==> config.mk <==
export PLATFORM = sky130hd
export DESIGN_NAME = dmem_arbiter
export DESIGN_NICKNAME = d
export VERILOG_FILES = /design/src/rtl/dmem_arb_pkg.sv /design/src/rtl/rd_tag_pipe.sv /design/src/rtl/dmem_arbiter.sv
export SDC_FILE = /design/constraint.sdc
export NUM_CORES = 1
export LEC_CHECK = 0
export ABC_AREA = 0
export BUFFER_PORTS_ARGS = -buffer_cell sky130_fd_sc_hd__buf_2
export CORE_AREA = 2 2 97 99
export DETAILED_ROUTE_END_ITERATION = 10
export DIE_AREA = 0 0 99 101
export PLACE_DENSITY = 0.48
export SLEW_MARGIN = 0
export SYNTH_ARGS = -nofsm -noshare
export SYNTH_HDL_FRONTEND = slang
export SYNTH_HIERARCHICAL = 1
export SYNTH_SLANG_ARGS = --single-unit
==> constraint.sdc <==
create_clock -name clk -period 3.1 [get_ports clk]
set_clock_uncertainty 0.05 [all_clocks]
set_input_delay 0.62 -clock clk [delete_from_list [all_inputs] [get_ports clk]]
set_output_delay 0.62 -clock clk [all_outputs]
set_load 0.01 [all_outputs]
==> src/rtl/dmem_arb_pkg.sv <==
// +----------------------------------------------------------------------+
// | dmem_arb_pkg : shared types and constants for dmem_arbiter           |
// | Rev 1.0                                                              |
// +----------------------------------------------------------------------+
`default_nettype none

package dmem_arb_pkg;

   localparam int MEM_DW = 32;
   localparam int BE_W   = 4;

   typedef enum logic {
      OWN_M0 = 1'b0,
      OWN_M1 = 1'b1
   } owner_e;

   typedef struct packed {
      logic   valid;
      owner_e owner;
   } rd_tag_t;

   localparam int TAG_W = $bits(rd_tag_t);

endpackage

`default_nettype wire

==> src/rtl/rd_tag_pipe.sv <==
// +----------------------------------------------------------------------+
// | rd_tag_pipe : RD_LAT-deep shift register of {valid, owner} read tags |
// | Rev 1.0                                                              |
// +----------------------------------------------------------------------+
`default_nettype none

module rd_tag_pipe
   import dmem_arb_pkg::*;
#(
   parameter int RD_LAT = 1
) (
   input  logic    clk,
   input  logic    rst,
   input  rd_tag_t tag_in,
   output rd_tag_t tag_out
);

   rd_tag_t stage [RD_LAT];

   always_ff @(posedge clk) begin
      if (rst) begin
         for (int i = 0; i < RD_LAT; i++) begin
            stage[i] <= '0;
         end
      end else begin
         stage[0] <= tag_in;
         for (int i = 1; i < RD_LAT; i++) begin
            stage[i] <= stage[i-1];
         end
      end
   end

   assign tag_out = stage[RD_LAT-1];

endmodule

`default_nettype wire

==> src/rtl/dmem_arbiter.sv <==
// +----------------------------------------------------------------------+
// | dmem_arbiter : round-robin sharing of the data memory between the    |
// | load/store unit (m0) and the UART loader (m1).                       |
// | Optional grant counters: define DMEM_ARB_STATS_EN                    |
// | Rev 1.0                                                              |
// +----------------------------------------------------------------------+
`default_nettype none

module dmem_arbiter
   import dmem_arb_pkg::*;
#(
   parameter int AW     = 12,
   parameter int RD_LAT = 1,
   parameter int CNT_W  = 16
) (
   input  logic              clk,
   input  logic              rst,
   input  logic              m0_req,
   input  logic              m0_we,
   input  logic [AW-1:0]     m0_addr,
   input  logic [MEM_DW-1:0] m0_wdata,
   input  logic [BE_W-1:0]   m0_be,
   output logic              m0_gnt,
   output logic              m0_rvalid,
   output logic [MEM_DW-1:0] m0_rdata,
   input  logic              m1_req,
   input  logic              m1_we,
   input  logic [AW-1:0]     m1_addr,
   input  logic [MEM_DW-1:0] m1_wdata,
   input  logic [BE_W-1:0]   m1_be,
   output logic              m1_gnt,
   output logic              m1_rvalid,
   output logic [MEM_DW-1:0] m1_rdata,
`ifdef DMEM_ARB_STATS_EN
   input  logic              stats_clr,
   output logic [CNT_W-1:0]  m0_gnt_cnt,
   output logic [CNT_W-1:0]  m1_gnt_cnt,
`endif
   output logic              mem_en,
   output logic              mem_we,
   output logic [AW-1:0]     mem_addr,
   output logic [MEM_DW-1:0] mem_wdata,
   output logic [BE_W-1:0]   mem_be,
   input  logic [MEM_DW-1:0] mem_rdata
);

   owner_e  prio;
   rd_tag_t tag_in;
   rd_tag_t tag_out;

   // Requests are masked during reset so nothing reaches memory or the tag pipe.
   always_comb begin
      m0_gnt = ~rst & m0_req & (~m1_req | (prio == OWN_M0));
      m1_gnt = ~rst & m1_req & (~m0_req | (prio == OWN_M1));
   end

   always_comb begin
      mem_en    = 1'b0;
      mem_we    = 1'b0;
      mem_addr  = '0;
      mem_wdata = '0;
      mem_be    = '0;
      if (m0_gnt) begin
         mem_en    = 1'b1;
         mem_we    = m0_we;
         mem_addr  = m0_addr;
         mem_wdata = m0_wdata;
         mem_be    = m0_be;
      end else if (m1_gnt) begin
         mem_en    = 1'b1;
         mem_we    = m1_we;
         mem_addr  = m1_addr;
         mem_wdata = m1_wdata;
         mem_be    = m1_be;
      end
   end

   always_ff @(posedge clk) begin
      if (rst) begin
         prio <= OWN_M0;
      end else if (m0_gnt) begin
         prio <= OWN_M1;
      end else if (m1_gnt) begin
         prio <= OWN_M0;
      end
   end

   always_comb begin
      tag_in.valid = mem_en & ~mem_we;
      tag_in.owner = m1_gnt ? OWN_M1 : OWN_M0;
   end

   rd_tag_pipe #(
      .RD_LAT (RD_LAT)
   ) u_rd_tag_pipe (
      .clk     (clk),
      .rst     (rst),
      .tag_in  (tag_in),
      .tag_out (tag_out)
   );

   // The last tag stage is still loaded during the reset cycle itself, so gate it.
   assign m0_rvalid = ~rst & tag_out.valid & (tag_out.owner == OWN_M0);
   assign m1_rvalid = ~rst & tag_out.valid & (tag_out.owner == OWN_M1);
   assign m0_rdata  = mem_rdata;
   assign m1_rdata  = mem_rdata;

`ifdef DMEM_ARB_STATS_EN
   always_ff @(posedge clk) begin
      if (rst || stats_clr) begin
         m0_gnt_cnt <= '0;
         m1_gnt_cnt <= '0;
      end else begin
         if (m0_gnt && (m0_gnt_cnt != '1)) begin
            m0_gnt_cnt <= m0_gnt_cnt + 1'b1;
         end
         if (m1_gnt && (m1_gnt_cnt != '1)) begin
            m1_gnt_cnt <= m1_gnt_cnt + 1'b1;
         end
      end
   end
`endif

endmodule

`default_nettype wire

Word level (Yosys, flattened, before mapping):

Memories as Yosys holds them, arrays and structs flattened.
Cells that the tools add are included.

* bits in writable memories: 2
* word-level logic and storage cells: 37
* memories kept: 1
* bits of input ports: 134
* bits in registers: 1
* output and inout port bits: 118

* bitwise logic cells: 16
* reduce and logical (&&, ||, !) cells: 2
* mux-type cells: 17

Memories
* u_rd_tag_pipe.stage: depth 1, width 2, read ports 1, clocked after memory_dff 0, wr ports 1, line rd_tag_pipe.sv:18 `rd_tag_t stage [RD_LAT];`

Operators with widths (count)
* $mux 32: 2
* $mux 12: 2
* $mux 1: 10
* $and 1x1->1: 8
* $mux 4: 2
* $not 1->1: 6
* $mux 2: 1
* $or 1x1->1: 2
* $reduce_bool 2->1: 1
* $reduce_or 2->1: 1

Longest topological paths before layout:

Gate-level depths: netlist of run 1.

* depth in word-level cells: 8
* mapped depth: 6
* gate-level depth less buffers: 4

Hierarchy:

Netlist of run 1, hierarchy kept.

Modules (own cells, without submodules)
* dmem_arbiter: times used 1, cells an instance 200, area an instance 1351.3 µm²
* rd_tag_pipe: times used 1, cells an instance 4, area an instance 52.6 µm²

Worst setup path after synthesis of run 1:

OpenSTA, ideal clock, no wires.

* kind: input to output
* from: input m1_req
* to: output mem_addr[0]
* data arrival time: 1.360 ns
* path buffers: 2
* path slack: 1.070 ns
* cell stages on the path: 5
* required time: 2.430 ns
* path through: buf_6 -> a21boi_2 -> buf_2 -> a32oi_1 -> nor2_1

* longest elaborated chain between the ends: 4
* elaborated cells on any way between the ends: 7

RTL lines
* start: declaration: line dmem_arbiter.sv:26 `input logic m1_req,`
* $and 1x1->1 / $not 1->1 (equally long branches): line dmem_arbiter.sv:54, dmem_arbiter.sv:53
* $and 1x1->1 / $or 1x1->1 (equally long branches): line dmem_arbiter.sv:54, dmem_arbiter.sv:53
* $mux 12 / $and 1x1->1 (equally long branches): line dmem_arbiter.sv:69, dmem_arbiter.sv:53
* $mux 12 *: line dmem_arbiter.sv:63 `if (m0_gnt) begin`
* end: declaration: line dmem_arbiter.sv:41 `output logic [AW-1:0] mem_addr,`

Every way passes the cells marked *; elsewhere a longest branch is shown, timed or not.

Worst setup path in the final report of run 1:

* from: input m0_req
* to: output mem_wdata[1]

* longest elaborated chain between the ends: 5
* elaborated cells on any way between the ends: 7

RTL lines
* start: declaration: line dmem_arbiter.sv:18 `input logic m0_req,`
* $not 1->1: line dmem_arbiter.sv:54 `m1_gnt = ~rst & m1_req & (~m0_req | (prio == OWN_M1));`
* $or 1x1->1: line dmem_arbiter.sv:54
* $and 1x1->1: line dmem_arbiter.sv:54
* $mux 32: line dmem_arbiter.sv:69 `end else if (m1_gnt) begin`
* $mux 32 *: line dmem_arbiter.sv:63
* end: declaration: line dmem_arbiter.sv:42 `output logic [MEM_DW-1:0] mem_wdata,`

Marked as above.

==> run metrics, run 1 <==
Vias/cell=4.38; CP dominant cell by count=buf_2; Setup-failing EPs final=0; CP required=2.43 ns; Inst Count DP=388; hold path depth=1; post-synthesis mux area share=0; layout cell share with drive strength beyond 1=0.594; # DRC=0; DR pass1 iterations=4; largest net degree at the start of global routing=53; Rel. slew slack=0.626; Die ar.=10000 µm²; wire per inst=13.3 µm; CP Capture Type=primary output; Post-synth EDFFs=0; crit-path cells=buf_2 > nand2b_2 > buf_4 > a32oi_1 > nor2_1 > buf_2; HPWL Detailed=3.93 mm; routed via count=1715; Synth area leader=buf_4; Ys Warns=6; vias in the first global route=1534; CTS buffer count=3; R2R Path Start=prio; total wire length=5.23 mm; simple-gate portion of the synthesized area=0.181; GRT Overall Usage=0.0920; syn_nets=338; Mapped Avg Cell Area=6.88 µm²; area grow syn2layout=28.7%; Worst Hold End=prio; postcts setup bufs=0; Synth Flop Type=dfxtp_1; ys async rst share=0; CTS root buf=clkbuf_8; nature of the critical path startpoint=input pin; Synth Area in Adders=0; Synth Area in XOR/XNOR=0; Routability Congestion=0.694; Max Cap Violations=0; Tcrit/Tclk final=0.813; H-tree depth=1; core area=8980 µm²; VDD IR-drop max=0.0893 mV; total grt overflow=0; Yosys cell types=16; Antenna Cells=0; most frequent cells after synthesis=buf_4, nor2_1, a32oi_1; Final ANT Viol Nets=0; compound-cell area share of the yosys netlist=0.328; CP max stage cell=nand2b_2; port bufs=155; first-pass GRT wire length=7.60 mm; top-area cell type share of the netlist area=0.348; status=finished clean; worst slew pin tran=0.561 ns; Crit path largest cell delay=0.37 ns; top-count cell post-synth=buf_4; main combinational cell family by area after synthesis=buffers and inverters; Final Hold Fails=0; row count=35; Setup TNS=0 ns; hold crit path type=register to register; Worst R2R Setup Slack=1.38 ns; worst r2r path cells=5; Die W=99 µm; Mapped Area=1400 µm²; Power Density=227 nW/µm²; RSZ-0062 raised after global routing=false; Final Instance Count excl. Fillers=392; clock slew at reported path FFs=0.03 ns; f_max=397 MHz; nets@finish=416; largest cells by area after synthesis=buf_4, a32oi_1, nor2_1; Mapped Cells=204; #FFs+latches synth=3; Leakage Power=0.957 nW; CTS tree=yes; Setup Crit Path Kind=input pin to primary output; # hold bufs at CTS=0; DR iter-0 viols=68; starting density of the core=0.156; fin crit period=2.52 ns; worst-path fanout max=26; clock buffer depth=2; sequential share of the synthesized area=0.0428; IO Pins=252; worst skew pair latency=0.21 ns; Slew Viols, Final=0; DIE HEIGHT=101 µm; capturing point of the worst reg2reg path=u_rd_tag_pipe/stage[0][1]; post-CTS sizing=0; initial antenna violation count=0; Hold Crit Start=prio; Crit path arrival time=1.85 ns; clk sinks=3
-- worst max-delay path: cells and delay by family --
family          cells  cell delay, ns
simple gates        2            0.50
compound gates      1            0.14
buf+inv             3            0.57
-- sequential cells by signal, summed over array words and instances (netlist names) --
| register | cells |
|---|---|
| prio | 1 |
| u_rd_tag_pipe/stage | 2 |
-- cell type report --
type                            count  area [µm²]
Sequential cell                     3        60.1
Fill cell                        1019        7170
Clock buffer                        4        45.0
Multi-Input combinational cell    114         724
Tap cell                          111         139
Timing Repair Buffer              160         838
-- per-stage QoR --
step	utilization	setup WS [ns]	hold WS [ns]	power, mW	area (µm²)
after detailed placement	0.196	0.563	0.488	0.302	1760
after CTS	0.201	0.554	0.494	0.419	1810
after floorplan	-	1.07	0.421	0.267	1400
after global placement	0.196	0.595	0.482	0.300	1760
final	0.201	0.578	0.496	0.411	1810
after global routing	0.201	0.442	0.521	0.445	1810
-- where the power goes --
part	internal, mW	switching, mW
clock network	0.0876	0.0248
logic	0.120	0.136
registers	0.0410	0.00190
-- how the worst max path moves through the flow --
stage,cells after the start,slack [ns],start,to
floorplan,5,1.07,m1_req,mem_addr[0]
global placement,6,0.59,m0_req,mem_addr[3]
detailed placement,6,0.56,m0_req,mem_wdata[1]
CTS,6,0.55,m0_req,mem_wdata[1]
global route,6,0.44,m0_req,mem_wdata[1]
finish,6,0.58,m0_req,mem_wdata[1]
-- placed cells by master, fill, tap and decap left out, drive strengths merged, types with 2 or more instances in the layout --
cell	synthesis	layout
dfxtp	3	3
nand2	2	2
nor2b	3	3
nor2	54	54
clkbuf	5	4
buf	82	160
a32oi	49	49
-- kinds of logic (layout without fill, tap and decap cells) --
kind of cell / count (synthesis) / in the layout
buffers and inverters: 87 / 164
AND/OR/NAND/NOR: 62 / 62
AO/OA/AOI/OAI: 52 / 52
flip-flops: 3 / 3
-- metal layers --
| metal | wire (µm) | track usage | vias to the layer above | part of all wire |
|---|---|---|---|---|
| met4 | 130 | 0.0474 | 0 | 0.025 |
| met3 | 600 | 0.0236 | 23 | 0.11 |
| met2 | 2690 | 0.174 | 109 | 0.51 |
| met1 | 1810 | 0.0928 | 750 | 0.35 |
| met5 | 0 | 0 | - | 0 |
| li1 | - | - | 833 | - |
(Power assumes the default switching activity.)
==> inputs of run 2 (changes only) <==
Settings changed: CORE_AREA 2 2 97 99 to 2 2 98 100, DIE_AREA 0 0 99 101 to 0 0 100 102, PLACE_DENSITY 0.48 to 0.49.
Clock period 3.1 ns to 2.13 ns, I/O delays scaled along.
==> run 2 against run 1 <==
  * Non-clock buffer count up 1
  * Sequential share of layout area about the same
  * Critical path depth down 1
  * Register-to-register slack worse by 0.58 ns
  * Global-route usage down 0.61 points
  * Cell area up 0.42%
  * Sequential power up 45%
  * Wire length down 6.3%
  * Die area up 2.0%
  * Clock-buffer cell count unchanged
==> run metrics, run 2 (synthesized netlist as in run 1, its figures left out) <==
Max Cap Violations=0; RSZ-0062 raised after global routing=false; worst r2r path cells=5; initial antenna violation count=0; hold crit path type=input pin to register; Worst R2R Setup Slack=0.80 ns; max reg flops=2; CTS root buf=clkbuf_8; total grt overflow=0; Area after DPL=1770 µm²; first-pass GRT wire length=7.32 mm; layout cell share with drive strength beyond 1=0.596; fillers=1057; Rel. slew slack=0.768; core area=9110 µm²; Inst Count DP=389; worst slew pin tran=0.348 ns; Layout Utilization=0.199; Clk pwr share=0.274; CP required=1.65 ns; fin crit period=1.93 ns; largest net degree at the start of global routing=52; Tcrit/Tclk final=0.907; final instance area=1810 µm²; sw power=234 µW; # hold bufs at CTS=0; DR iter-0 viols=53; vias in the first global route=1629; status=finished clean; routed via count=1747; Setup TNS=0 ns; final worst slack=0.198 ns; Power Density=330 nW/µm²; CTS tree=yes; post-CTS sizing=0; f_max=518 MHz; DR pass1 iterations=4; Antenna Cells=0; Comb power frac=0.621; Hold Crit Start=rst; Final Hold Fails=0; row count=35; Vias/cell=4.45; Crit path arrival time=1.46 ns; # DRC=0; H-tree depth=1; FF+latch area=60.1 µm²; Die ar.=10200 µm²; IO Pins=252; clock buffer depth=2; commonest non-fill, non-tap cells in the layout=buf_2, nor2_1, a32oi_1; postcts setup bufs=0; worst skew pair latency=0.21 ns; Leakage Power=0.963 nW; Pint=364 µW; worst hold slack=0.440 ns; total wire length=4.90 mm; Slew Viols, Final=0; GRT Overall Usage=0.0859; Setup Crit Path Kind=register to primary output; nature of the critical path startpoint=register; DIE HEIGHT=102 µm; Worst Hold End=u_rd_tag_pipe/stage[0][0]; nets@finish=417; worst slack, placed=0.239 ns; Final ANT Viol Nets=0; port bufs=155; largest registers=u_rd_tag_pipe/stage x2, prio x1; Routability Congestion=0.642; clk sinks=3; Die W=100 µm; Setup-failing EPs final=0; Largest Register=u_rd_tag_pipe/stage; CTS buffer count=3; worst-path fanout max=50; starting density of the core=0.154; wire per inst=12.5 µm; CP Capture Type=primary output; clock slew at reported path FFs=0.03 ns; switching share of power=0.392; R2R Path Start=prio; capturing point of the worst reg2reg path=u_rd_tag_pipe/stage[0][1]; Seq pwr share=0.104; VDD IR-drop max=0.123 mV; hold path depth=2; Final Power=598 µW; area grow syn2layout=29.2%; multi-input logic area=724 µm²; leading cell type in the layout, fill and taps excluded=buf_2; Final Instance Count excl. Fillers=393; HPWL Detailed=3.74 mm
==> run 2: cell count changes in the layout (fill, tap and decap cells not counted), sizes merged <==
cell / change
buf: +1
==> run 2: layer usage <==
metal  track usage  vias to the layer above  share of wire
li1              -                      837              -
met5             0                        -              0
met4        0.0400                        0          0.038
met3        0.0157                       25           0.11
met2         0.172                      138           0.49
met1        0.0856                      747           0.36
==> run 2: power by group through the flow <==
stage	Sequential, mW	Clock [mW]	Combinational (mW)
detailed placement	0.0630	0	0.373
finish	0.0623	0.164	0.372
floorplan	0.0621	0	0.326
global route	0.0625	0.177	0.414
global placement	0.0630	0	0.367
CTS	0.0622	0.171	0.374
==> run 2: worst max-delay path, stage by stage (launching register included) <==
cell and delay, ns:
dfxtp_1 0.39, nand2b_2 0.17, buf_12 0.23, a32oi_1 0.13
nor2_1 0.14, buf_2 0.15
==> run 2: layout make-up <==
class	instances	share of cell area
Clock buffer	4	0.0248
Tap cell	111	0.0766
Timing Repair Buffer	161	0.466
Sequential cell	3	0.0331
Multi-Input combinational cell	114	0.399
==> run 2: worst max-delay path by stage <==
| stage | slack (ns) | cells past startpoint | startpoint | endpoint |
|---|---|---|---|---|
| floorplan | 0.49 | 5 | m1_req | mem_addr[0] |
| global placement | 0.22 | 5 | m1_req | mem_wdata[11] |
| detailed placement | 0.24 | 5 | m1_req | mem_wdata[11] |
| CTS | 0.19 | 5 | prio | mem_wdata[11] |
| global route | 0.09 | 5 | prio | mem_wdata[11] |
| finish | 0.20 | 5 | prio | mem_wdata[11] |
